--- src/rtl/fpga_config_loader.sv ---
// Serial CRAM chain configuration loader: words in over valid/ready, bits out MSB-first.
// Optional CRC-16-CCITT bitstream check enabled by defining FPGA_CFG_CRC_EN.
module fpga_config_loader #(
    parameter int CHAIN_LEN  = 4096,
    parameter int WORD_WIDTH = 32,
    parameter int CNT_W      = $clog2(CHAIN_LEN + 1)
) (
    input  logic                  clk,
    input  logic                  rst,
    input  logic                  start,
    input  logic                  abort,
    input  logic [WORD_WIDTH-1:0] word_in,
    input  logic                  word_valid,
    output logic                  word_ready,
    output logic                  cfg_en,
    output logic                  cfg_data,
    output logic                  le_nrst_out,
    output logic                  busy,
    output logic                  done,
    output logic                  error
);

    localparam int BIT_W = (WORD_WIDTH > 1) ? $clog2(WORD_WIDTH) : 1;

    typedef enum logic [2:0] {
        IDLE,
        LOAD,
        SHIFT,
        FINISH,
        DONE,
        ERROR,
        CRC_LOAD
    } state_t;

    state_t                state;
    state_t                state_nx;
    logic [WORD_WIDTH-1:0] sr;
    logic [WORD_WIDTH-1:0] sr_nx;
    logic [CNT_W-1:0]      cnt;
    logic [CNT_W-1:0]      cnt_nx;
    logic [BIT_W-1:0]      bidx;
    logic [BIT_W-1:0]      bidx_nx;
    logic                  accept;

    logic ready_nx;
    logic en_nx;
    logic data_nx;
    logic nrst_nx;
    logic busy_nx;
    logic done_nx;

    assign accept = word_valid & word_ready;

`ifdef FPGA_CFG_CRC_EN
    logic [15:0] crc;
    logic [15:0] crc_nx;
    logic [15:0] crc_step;
    logic        crc_fb;
    logic        err_nx;
    logic        err_q;

    // CRC advances on exactly the bit currently presented with cfg_en high
    assign crc_fb   = crc[15] ^ sr[WORD_WIDTH-1];
    assign crc_step = {crc[14:0], 1'b0} ^ (crc_fb ? 16'h1021 : 16'h0000);
    assign error    = err_q;
`else
    assign error = 1'b0;
`endif

    // State and registered outputs
    always_ff @(posedge clk or posedge rst) begin
        if (rst) begin
            state       <= IDLE;
            sr          <= '0;
            cnt         <= '0;
            bidx        <= '0;
            word_ready  <= 1'b0;
            cfg_en      <= 1'b0;
            cfg_data    <= 1'b0;
            le_nrst_out <= 1'b0;
            busy        <= 1'b0;
            done        <= 1'b0;
`ifdef FPGA_CFG_CRC_EN
            crc         <= 16'hFFFF;
            err_q       <= 1'b0;
`endif
        end else begin
            state       <= state_nx;
            sr          <= sr_nx;
            cnt         <= cnt_nx;
            bidx        <= bidx_nx;
            word_ready  <= ready_nx;
            cfg_en      <= en_nx;
            cfg_data    <= data_nx;
            le_nrst_out <= nrst_nx;
            busy        <= busy_nx;
            done        <= done_nx;
`ifdef FPGA_CFG_CRC_EN
            crc         <= crc_nx;
            err_q       <= err_nx;
`endif
        end
    end

    // Next-state logic
    always_comb begin
        state_nx = state;
        sr_nx    = sr;
        cnt_nx   = cnt;
        bidx_nx  = bidx;
`ifdef FPGA_CFG_CRC_EN
        crc_nx   = crc;
`endif
        unique case (state)
            IDLE, DONE, ERROR: begin
                if (start) begin
                    state_nx = LOAD;
                    cnt_nx   = '0;
`ifdef FPGA_CFG_CRC_EN
                    crc_nx   = 16'hFFFF;
`endif
                end
            end
            LOAD: begin
                if (abort) begin
                    state_nx = IDLE;
                end else if (accept) begin
                    sr_nx    = word_in;
                    bidx_nx  = '0;
                    state_nx = SHIFT;
                end
            end
            SHIFT: begin
                if (abort) begin
                    state_nx = IDLE;
                end else begin
                    sr_nx  = sr << 1;
                    cnt_nx = cnt + 1'b1;
`ifdef FPGA_CFG_CRC_EN
                    crc_nx = crc_step;
`endif
                    // Chain end takes priority: leftover low bits are dropped
                    if (cnt_nx == CNT_W'(CHAIN_LEN)) begin
`ifdef FPGA_CFG_CRC_EN
                        state_nx = CRC_LOAD;
`else
                        state_nx = FINISH;
`endif
                    end else if (bidx == BIT_W'(WORD_WIDTH - 1)) begin
                        state_nx = LOAD;
                    end else begin
                        bidx_nx = bidx + 1'b1;
                    end
                end
            end
            FINISH: begin
                state_nx = abort ? IDLE : DONE;
            end
`ifdef FPGA_CFG_CRC_EN
            CRC_LOAD: begin
                if (abort) begin
                    state_nx = IDLE;
                end else if (accept) begin
                    state_nx = (word_in[15:0] == crc) ? DONE : ERROR;
                end
            end
`endif
            default: begin
                state_nx = IDLE;
            end
        endcase
    end

    // Output logic, decoded from the upcoming state so every output is a flop
    always_comb begin
        ready_nx = (state_nx == LOAD) || (state_nx == CRC_LOAD);
        en_nx    = (state_nx == SHIFT);
        data_nx  = en_nx ? sr_nx[WORD_WIDTH-1] : 1'b0;
        busy_nx  = (state_nx == LOAD) || (state_nx == SHIFT) ||
                   (state_nx == FINISH) || (state_nx == CRC_LOAD);
        done_nx  = (state_nx == DONE);
        nrst_nx  = (state_nx == DONE);
`ifdef FPGA_CFG_CRC_EN
        err_nx   = (state_nx == ERROR);
`endif
    end

endmodule
--- config.mk ---
export PLATFORM = sky130hd
export DESIGN_NAME = fpga_config_loader
export DESIGN_NICKNAME = d
export VERILOG_FILES = /design/src/rtl/fpga_config_loader.sv
export SDC_FILE = /design/constraint.sdc
export NUM_CORES = 1
export LEC_CHECK = 0
export BUFFER_PORTS_ARGS = -buffer_cell sky130_fd_sc_hd__buf_4
export CAP_MARGIN = 40
export CELL_PAD_IN_SITES_DETAIL_PLACEMENT = 0
export CELL_PAD_IN_SITES_GLOBAL_PLACEMENT = 2
export CORE_MARGIN = 1.5
export CORE_UTILIZATION = 35
export CTS_CLUSTER_DIAMETER = 200
export DETAILED_ROUTE_END_ITERATION = 10
export HOLD_SLACK_MARGIN = 0.15
export PLACE_DENSITY = 0.8
export SKIP_CTS_REPAIR_TIMING = 1
export SYNTH_ARGS = -nofsm -noshare
export SYNTH_HDL_FRONTEND = slang
export SYNTH_SLANG_ARGS = --single-unit
--- constraint.sdc ---
create_clock -name clk -period 2.7 [get_ports clk]
set_input_delay 0.675 -clock clk [delete_from_list [all_inputs] [get_ports clk]]
set_output_delay 0.675 -clock clk [all_outputs]
set_load 0.1 [all_outputs]
; After elaboration in Yosys (flattened, before gate mapping)
; Index checks and enable logic that the tools add are counted.
[op_classes]
n_addsub = 2
n_eq_ne = 18
n_mux = 22
n_bitwise = 1
reduce_logical = 11
[ops]
columns = operator, count
row1 = $mux 32, 3
row2 = $pmux 32 s2, 1
row3 = $mux 13, 2
row4 = $pmux 13 s2, 1
row5 = $mux 5, 5
row6 = $mux 3, 7
row7 = $add 13x1->13 const B, 1
row8 = $eq 13x13->1 const B, 1
row9 = $eq 3x2->1 const B, 4
row10 = $eq 3x3->1 const B, 4
row11 = $ne 2x2->1 const B, 6
row12 = $pmux 3 s4, 1
row13 = $pmux 5 s2, 1
row14 = $eq 3x1->1 const B, 2
row15 = $reduce_and 6->1, 1
row16 = $add 5x1->5 const B, 1
row17 = $eq 5x5->1 const B, 1
row18 = $logic_or 1x1->1, 4
row19 = $reduce_and 4->1, 1
row20 = $reduce_bool 2->1, 2
row21 = $logic_not 3->1, 1
row22 = $reduce_and 3->1, 1
row23 = $reduce_or 3->1, 1
row24 = $and 1x1->1, 1
row25 = $mux 1, 1
[word_totals]
register_bits = 58
in_bits = 37
out_inout_bits = 7
word_cells = 64

; Depth between registers and ports, before layout
; Gate-level depths: netlist of run 1.
[logic_depth]
word_depth = 9
depth_mapped = 8
depth_no_buf = 7

; Worst setup path before layout of run 1
; OpenSTA, ideal clock, no wires.
[synth_timing]
path_type = register to register
startpoint = register word_ready
endpoint = register cfg_data
setup_time_ns = 0.135
arrival_time_ns = 2.217
required_ns = 2.565
setup_slack_ns = 0.348
path_stages_with_launch = 7
n_path_buf = 1
period_less_slack_ns = 2.352
path_cell_list = dfrtp_1 > nand2_1 > or3_1 > clkbuf_1 > o22a_1 > o22a_1 > nor3b_1
[synth_between]
word_cells_on_any_way = 9
classes_between = eq/ne: 1 / mux: 7 / bitwise: 1
[synth_lines]
columns = element, line
row1 = "start, declared", 14  ; output logic word_ready,
row2 = "start signal, assigned", 92  ; word_ready <= ready_nx;
row3 = $and 1x1->1, 52  ; assign accept = word_valid & word_ready;
row4 = $mux 32, 127  ; end else if (accept) begin
row5 = $mux 32, 125  ; if (abort) begin
row6 = $pmux 32 s2, 114  ; unique case (state)
row7 = named net sr_nx[31], 38  ; logic [WORD_WIDTH-1:0] sr_nx;
row8 = $mux 1, 178  ; data_nx = en_nx ? sr_nx[WORD_WIDTH-1] : 1'b0;
row9 = named net data_nx, 47  ; logic data_nx;
row10 = "end signal, assigned", 94  ; cfg_data <= data_nx;
row11 = "end, declared", 16  ; output logic cfg_data,
; The timed path passes the listed nets, and every way through them passes these cells. The select of a mux whose other input is x is not followed.
; A chain may end at the register's enable or synchronous reset.

; Worst setup path in the final report of run 1
[layout_timing]
startpoint = register cnt[0]
endpoint = register bidx[4]
[layout_between]
elab_chain_cells = 4
[layout_lines]
columns = element, line
row1 = "start, declared", 39  ; logic [CNT_W-1:0] cnt;
row2 = "start signal, assigned", 90  ; cnt <= cnt_nx;
row3 = $add 13x1->13, 138  ; cnt_nx = cnt + 1'b1;
row4 = $eq 13x13->1, 143  ; if (cnt_nx == CNT_W'(CHAIN_LEN)) begin
row5 = $ne 2x2->1 (no source line), --
row6 = $reduce_and 6->1 (no source line), --
row7 = "end signal, assigned", 91  ; bidx <= bidx_nx;
row8 = "end, declared", 41  ; logic [BIT_W-1:0] bidx;
; Every way passes these cells.

==> results.py, run 1 <==
metrics = {
    "clocking": {
        "clk_pin_slew_ns": 0.07,
        "insertion_delay_ns": 0.34,
        "cts_htree_levels": 3,
        "clockBufferDepth": 2,
        "cts_buffers": 9,
        "cts_tree": "built",
        "clock_sinks": 58,
        "cts-root-buf": "clkbuf_8",
    },
    "sta": {
        "clock_skew_ns": 0.009086,
        "whs_ns": 0.3981,
        "final-hold-violation-count": 0,
        "slew_viol_final": 0,
        "setup_ws_ns": 0.3205,
        "period_minus_slack_ns": 2.379,
        "finalCritPeriodShare_pct": 88.13,
        "setup_violations": 0,
        "fin_setup_tns_ns": 0,
        "rsz0062_at_grt": "false",
        "fmax_ghz": 0.4203,
    },
    "global_routing": {
        "antenna_found_initial": 0,
        "grt_pass1_wl_um": 11530,
        "gr-total-overflow": 0,
        "grt_max_degree": 59,
        "grt_pass1_vias": 2389,
        "gr-usage-all-layers_pct": 16.92,
    },
    "layout": {
        "layout_common_cells": "dfrtp_1 (58), buf_4 (47), o21ai_0 (46)",
        "post-route-cell-area_mm2": 0.003527,
        "diodes": 0,
        "final_common_cell": "dfrtp_1",
        "instances_no_fill": 445,
        "fillers": 835,
        "area_delta_synth_final_pct": 22.14,
        "multi_input_area_mm2": 0.001321,
        "regArea_mm2": 0.001451,
        "finalNetCount": 378,
        "drive_gt1_share_pct": 22.16,
    },
    "floorplanning": {
        "die_w_um": 93.84,
        "initial_utilization_pct": 36.80,
        "dieHeight_um": 93.84,
        "die_area_mm2": 0.008805,
        "io_pins": 44,
        "rows": 32,
        "coreArea_mm2": 0.007848,
    },
    "critical_path": {
        "critPathKind": "reg -> reg",
        "critPathCaptureType": "flip-flop",
        "worstPathArrival_ns": 2.60,
        "required_ns": 2.92,
        "path_max_fanout": 7,
        "worstSetupStartpointType": "flip-flop",
    },
    "placement": {
        "gp_congestion": 0.7900,
        "port_buffers": 42,
        "pre_cts_ws_ns": 0.2985,
        "dp_cells": 429,
        "placed_cell_area_mm2": 0.003308,
        "dp_hpwl_um": 4161,
    },
    "drt": {
        "drc": 0,
        "dr.pass1.iters": 4,
        "wl_um": 6597,
        "avgViaCountPerCell": 5.324,
        "wl_per_cell_um": 14.82,
        "ant_nets": 0,
        "dr_total_vias": 2369,
        "drtIter0Drc": 120,
    },
    "logic_synthesis": {
        "synth_fa_ha_area_share_pct": 1.300,
        "synth-compound-area-share_pct": 26.95,
        "netlist_instances": 302,
        "synth_cell_type_count": 45,
        "synthTopCellsByArea": "dfrtp_1 (50%), o21ai_0 (8.0%), a22oi_1 (6.5%)",
        "synthSimpleGateAreaFrac_pct": 14.95,
        "synthMuxAreaShare_pct": 1.040,
        "synth-edff-count": 0,
        "ys_ff_latch": 58,
        "synthesis.area_mm2": 0.002888,
        "yosysTopAreaCell": "dfrtp_1",
        "synth_top_family_by_area": "compound AO/OA/AOI/OAI gates",
        "synthArstFlopShare_pct": 100.0,
        "yosysSeqAreaShare_pct": 50.26,
        "synth_xor_area_share_pct": 1.213,
        "synthFlopType": "dfrtp_1",
        "synth_top_cell_area_share_pct": 50.26,
        "syn_avg_cell_area_um2": 9.562,
        "yosysWarningCount": 0,
        "syn-num-nets": 342,
    },
    "status": {
        "outcome": "completed",
    },
    "run": {
        "drv_cap": 0,
    },
    "pwr": {
        "leakagePower_nw": 1.548,
        "ir_worst_vdd_v": 0.0003870,
        "powerDensity_mw_per_mm2": 839.6,
    },
    "worst_hold_path": {
        "min_path_type": "in -> async",
    },
}
-- registers in the layout (all words and copies together), names as in the netlist --
signal      cells
busy            1
state           3
word_ready      1
sr             32
done            1
bidx            5
cfg_en          1
cfg_data        1
cnt            13
-- metal layers --
metal / vias up / global-route usage [%] / share of wire (%)
li1: 1173 / - / -
met1: 1147 / 22.45 / 47
met2: 41 / 25.60 / 47
met3: 8 / 5.906 / 4.7
met4: 0 / 5.846 / 1.4
met5: - / 0 / 0
-- power breakdown --
part	switching, mW	internal, mW
Clock	0.370	0.521
Combinational	0.470	0.298
Sequential	0.165	1.14
Total	1.00	1.96
-- final cells by class --
type	instances	area share, %
clock buffer	10	3.618
clock inverter	6	2.590
inverter	4	0.4257
multi-input combinational	216	37.46
sequential	58	41.15
tap	102	3.618
timing repair buffer	49	11.14
-- worst paths after layout --
path,from,to,slack [ns],depth (start not counted)
hold reg to reg,bidx[3],bidx[3],0.47,1
max in group asynchronous,rst,cnt[2],2.05,3
hold / removal,rst,sr[3],0.40,3
min in group clk,bidx[3],bidx[3],0.47,1
setup reg to reg,cnt[0],bidx[4],0.32,7
setup / recovery,cnt[0],bidx[4],0.32,7
-- cells by family (layout without fill, tap and decap cells) --
kind of cell             Yosys count  count (layout)
other                              1               1
multiplexers                       3               3
AO/OA/AOI/OAI                    113             113
adder cells (fa/ha/maj)            3               3
flip-flops                        58              58
XOR/XNOR                           4               4
buffers and inverters             28              69
AND/OR/NAND/NOR                   92              92
-- critical path: stages (launching register included) --
cell	delay, ns
dfrtp_1	0.39
ha_1	0.26
nand4_1	0.22
nor3_4	0.31
mux2i_1	0.35
a41oi_4	0.21
and2_4	0.20
a221o_1	0.33
-- cell usage after synthesis, drive strengths merged (3+ instances only) --
library cell and n:
ha 3, nand3 10, nand2 43, nor2 18, dfrtp 58, inv 4, o31ai 5, a22oi 25
and3 5, nor3 3, o21ai 48, clkbuf 17, o22a 13, nand4 3, or3 3, mux2i 3
buf 7, a21oi 7
-- metrics by stage --
step | util (%) | total power [mW]
2_1_floorplan | - | 1.864
3_3_place_gp | 42.16 | 2.092
3_5_place_dp | 42.16 | 2.096
4_1_cts | 44.95 | 3.000
5_1_grt | 44.95 | 3.151
6_report | 44.95 | 2.961
Power figures use the tool's default switching activity.
==> inputs of run 2 (changes only) <==
- CORE_ASPECT_RATIO: default -> 1.1
- CORE_UTILIZATION: 35 -> 38
- PLACE_DENSITY: 0.8 -> 0.85
- clock period: 2.7 -> 2.8 ns (I/O delays scaled with it)
==> results.py, run 2 (synthesized netlist as in run 1, its figures left out) <==
metrics = {
    "layout": {
        "instances_no_fill": 433,
        "largest_register_ffs": 32,
        "utilization_pct": 47.08,
        "layout_common_cells": "dfrtp_1 (58), buf_4 (51), o21ai_0 (46)",
        "final_common_cell": "dfrtp_1",
        "drive_gt1_share_pct": 23.12,
        "reg_top3": "sr x32, cnt x13, bidx x5",
        "diodes": 0,
        "post-route-cell-area_mm2": 0.003480,
        "finalNetCount": 381,
        "regMostFlops": "sr",
        "area_delta_synth_final_pct": 20.49,
    },
    "sta": {
        "setup_violations": 0,
        "fin_setup_tns_ns": 0,
        "slew_viol_final": 0,
        "clock_skew_ns": 0.007875,
        "fmax_ghz": 0.4375,
        "finalCritPeriodShare_pct": 81.63,
        "final-hold-violation-count": 0,
        "worstMarginPinSlew_ns": 0.5754,
        "rsz0062_at_grt": "false",
        "slew_headroom_pct": 61.58,
        "period_minus_slack_ns": 2.286,
    },
    "drt": {
        "dr_total_vias": 2414,
        "wl_um": 6786,
        "drtIter0Drc": 100,
        "avgViaCountPerCell": 5.575,
        "drc": 0,
        "ant_nets": 0,
        "wl_per_cell_um": 15.67,
        "dr.pass1.iters": 4,
    },
    "floorplanning": {
        "io_pins": 44,
        "rows": 33,
        "dieHeight_um": 94.43,
        "die_area_mm2": 0.008132,
        "initial_utilization_pct": 39.07,
        "coreArea_mm2": 0.007391,
        "die_w_um": 86.12,
    },
    "critical_path": {
        "worstSetupStartpointType": "flip-flop",
        "critPathCaptureType": "flip-flop",
        "required_ns": 3.02,
        "critPathKind": "reg -> reg",
        "cp_num_buf_inv": 0,
        "cpMaxStageDelayCell": "dfrtp_1",
        "reg2reg_to": "bidx[1]",
        "rr_startpoint": "cnt[0]",
        "path_max_fanout": 5,
        "slowest_delay_ns": 0.40,
        "r2r_cells": 7,
        "rrSetupSlack_ns": 0.51,
        "worstPathArrival_ns": 2.51,
        "cpLargestDelayFamily": "simple AND/OR/NAND/NOR gates",
        "crit_chain": "ha_1, nand4_1, nor3_4, mux2i_1, a41oi_4, and2_4, a221o_1",
    },
    "clocking": {
        "insertion_delay_ns": 0.34,
        "cts_tree": "built",
        "cts_buffers": 9,
        "clk_pin_slew_ns": 0.07,
        "clock_sinks": 58,
        "cts_htree_levels": 3,
        "cts-root-buf": "clkbuf_8",
        "clockBufferDepth": 2,
    },
    "pwr": {
        "powerDensity_mw_per_mm2": 776.6,
        "ir_worst_vdd_v": 0.0005522,
        "p_total_mw": 2.702,
        "leakagePower_nw": 1.545,
    },
    "global_routing": {
        "grt_max_degree": 34,
        "gr-total-overflow": 0,
        "grt_pass1_vias": 2428,
        "gr-usage-all-layers_pct": 18.43,
        "grt_pass1_wl_um": 11630,
        "antenna_found_initial": 0,
    },
    "status": {
        "outcome": "completed",
    },
    "worst_hold_path": {
        "min_path_type": "in -> async",
    },
    "run": {
        "drv_cap": 0,
    },
    "placement": {
        "gp_congestion": 0.7128,
        "port_buffers": 42,
        "dp_hpwl_um": 4448,
        "dp_cells": 417,
        "placed_cell_area_mm2": 0.003299,
    },
}
-- run 2: worst reg2reg max path: cells and delay by family (launching register included) --
family / cells / cell delay (ns)
adders and majority gates: 1 / 0.24
and+or+nand+nor: 3 / 0.69
muxes: 1 / 0.35
AOI/OAI and AO/OA: 2 / 0.49
DFF: 1 / 0.40
-- run 2: worst max path at each step --
stage               startpoint  endpoint  cells after the start
floorplan           word_ready  cfg_data                      6
finish                  cnt[0]   bidx[1]                      7
global route            cnt[0]   bidx[4]                      7
global placement    word_valid     sr[0]                      6
CTS                     cnt[0]   bidx[1]                      7
detailed placement  word_valid     sr[0]                      6
-- run 2: routing by layer --
layer	track usage [%]	part of all wire [%]
met5	0	0
met4	8.468	1.7
met3	3.234	3.4
met2	29.72	48
met1	24.21	47
-- run 2: per-stage QoR --
step / hold slack, ns / worst slack (ns)
final: 0.4162 / 0.5145
after global routing: 0.4639 / 0.3112
after CTS: 0.4372 / 0.5086
after detailed placement: 0.4558 / 0.4852
after global placement: 0.4480 / 0.4930
after floorplan: 0.4309 / 0.4476
-- run 2: cell type report --
| cell class | count | area (µm²) |
|---|---|---|
| fillers | 716 | 3911 |
| flip-flops and latches | 58 | 1451 |
| multi-input cells | 216 | 1321 |
| repair buffers | 52 | 402.9 |
| clock buffers | 10 | 137.6 |
| well taps | 87 | 108.9 |
| clock inverters | 6 | 42.54 |
| inverters | 4 | 15.01 |
-- run 2: report_power, final --
part	switching, mW	internal [mW]	total (mW)
Sequential	0.168	1.10	1.27
Combinational	0.459	0.285	0.744
Clock	0.348	0.344	0.692
Total	0.976	1.73	2.70
==> inputs of run 3 (changes only) <==
- CORE_UTILIZATION: 38 -> 32
- PLACE_DENSITY: 0.85 -> 0.77
- clock period: 2.8 -> 1.9 ns (I/O delays scaled with it)
==> results.py, run 3 (synthesized netlist as in run 1, its figures left out) <==
metrics = {
    "critical_path": {
        "crit_chain": "ha_2, nand4_1, nor3_4, mux2i_2, a41oi_4, and2_4, a221o_1",
        "critPathCaptureType": "flip-flop",
        "critPathKind": "reg -> reg",
        "cpMaxStageDelayCell": "dfrtp_1",
        "worstPathArrival_ns": 2.25,
        "required_ns": 2.12,
        "path_max_fanout": 3,
        "worstSetupStartpointType": "flip-flop",
        "slowest_delay_ns": 0.37,
    },
    "clocking": {
        "cts_buffers": 9,
        "clk_pin_slew_ns": 0.08,
        "cts-root-buf": "clkbuf_8",
        "insertion_delay_ns": 0.34,
        "clock_sinks": 58,
        "clockBufferDepth": 2,
        "cts_htree_levels": 3,
        "cts_tree": "built",
    },
    "drt": {
        "avgViaCountPerCell": 5.150,
        "ant_nets": 0,
        "wl_per_cell_um": 14.64,
        "drc": 0,
        "wl_um": 7114,
        "dr_total_vias": 2503,
        "drtIter0Drc": 131,
        "dr.pass1.iters": 4,
    },
    "layout": {
        "regMostFlops": "sr",
        "drive_gt1_share_pct": 32.26,
        "utilization_pct": 43.92,
        "final_common_cell": "buf_4",
        "multi_input_area_mm2": 0.001385,
        "regArea_mm2": 0.001453,
        "layout_common_cells": "buf_4 (74), dfrtp_1 (57), o21ai_0 (46)",
        "fillers": 904,
        "reg_top3": "sr x32, cnt x13, bidx x5",
        "largest_register_ffs": 32,
        "diodes": 0,
        "finalNetCount": 407,
        "area_delta_synth_final_pct": 34.27,
        "instances_no_fill": 486,
    },
    "global_routing": {
        "grt_pass1_wl_um": 12280,
        "antenna_found_initial": 0,
        "grt_max_degree": 59,
        "gr-total-overflow": 0,
        "gr-usage-all-layers_pct": 16.50,
        "grt_pass1_vias": 2558,
    },
    "pwr": {
        "leakagePower_nw": 1.717,
        "power_frac_comb_pct": 27.3,
        "seq_power_share_pct": 40.7,
        "ir_worst_vdd_v": 0.0006254,
        "pwr-share-clk_pct": 32.1,
        "switching_share_pct": 32.78,
        "p_sw_mw": 1.484,
        "powerDensity_mw_per_mm2": 1167,
        "intPower_mw": 3.042,
    },
    "sta": {
        "final-hold-violation-count": 0,
        "clock_skew_ns": 0.007795,
        "setup_ws_ns": -0.1272,
        "rsz0062_at_grt": "true",
        "finalCritPeriodShare_pct": 106.7,
        "setup_violations": 4,
        "slew_viol_final": 0,
        "period_minus_slack_ns": 2.027,
        "fmax_ghz": 0.4933,
    },
    "floorplanning": {
        "io_pins": 44,
        "die_w_um": 93.58,
        "die_area_mm2": 0.009604,
        "rows": 36,
        "initial_utilization_pct": 32.71,
        "dieHeight_um": 102.6,
        "coreArea_mm2": 0.008828,
    },
    "placement": {
        "dp_hpwl_um": 4644,
        "port_buffers": 42,
        "dp_cells": 470,
        "gp_congestion": 0.7753,
    },
    "status": {
        "outcome": "finished, violations left",
        "violations": "negative setup slack",
    },
    "run": {
        "drv_cap": 0,
    },
    "worst_hold_path": {
        "min_path_type": "in -> async",
    },
}
## run 3: worst paths after layout
check | startpoint | to | depth (start not counted) | slack (ns)
max | cnt[1] | bidx[1] | 7 | -0.13
min | rst | sr[29] | 3 | 0.21
max reg2reg | cnt[1] | bidx[1] | 7 | -0.13
min reg2reg | bidx[3] | bidx[3] | 1 | 0.46
max in group asynchronous | rst | cnt[9] | 3 | 1.43
min in group clk | start | done | 2 | 0.34
## run 3: final cells by class
cell class | instances | share of cell area (%)
Tap cell | 114 | 3.679
Timing Repair Buffer | 78 | 16.17
Clock buffer | 10 | 3.550
Multi-Input combinational cell | 216 | 35.72
Sequential cell | 58 | 37.46
Inverter | 4 | 0.4840
Clock inverter | 6 | 2.936
## run 3: power groups by stage
stage	clock network (mW)	logic [mW]	registers [mW]
3_3_place_gp	0	1.20	1.85
4_1_cts	1.48	1.24	1.84
5_1_grt	1.54	1.38	1.89
2_1_floorplan	0	0.654	2.01
6_report	1.45	1.23	1.84
3_5_place_dp	0	1.24	1.86
## run 3: per-stage QoR
step	instance area, µm²	power, mW	hold slack (ns)	TNS (ns)	setup slack, ns
2_1_floorplan	2908	2.660	0.4309	-0.4710	-0.1550
3_3_place_gp	3560	3.049	0.4525	-0.2850	-0.06371
3_5_place_dp	3567	3.097	0.4592	-0.5536	-0.1293
4_1_cts	3819	4.559	0.2120	-0.6184	-0.1293
5_1_grt	3877	4.807	0.2294	-0.9673	-0.2195
6_report	3877	4.525	0.2063	-0.3140	-0.1272
## run 3: routing by layer
layer	share of wire, %	track usage [%]	wire length, µm	vias to the layer above
met1	47	21.40	3330	1211
met3	4.8	3.982	341	11
met5	0	0	0	-
met4	1.8	6.544	129	0
met2	47	26.70	3313	48
li1	-	-	-	1233
## run 3: worst max-delay path: cells and delay by family (launching register included)
kind            cells  cell delay, ns
flops               1            0.37
mux                 1            0.31
fa+ha+maj           1            0.18
compound gates      2            0.45
simple gates        3            0.59
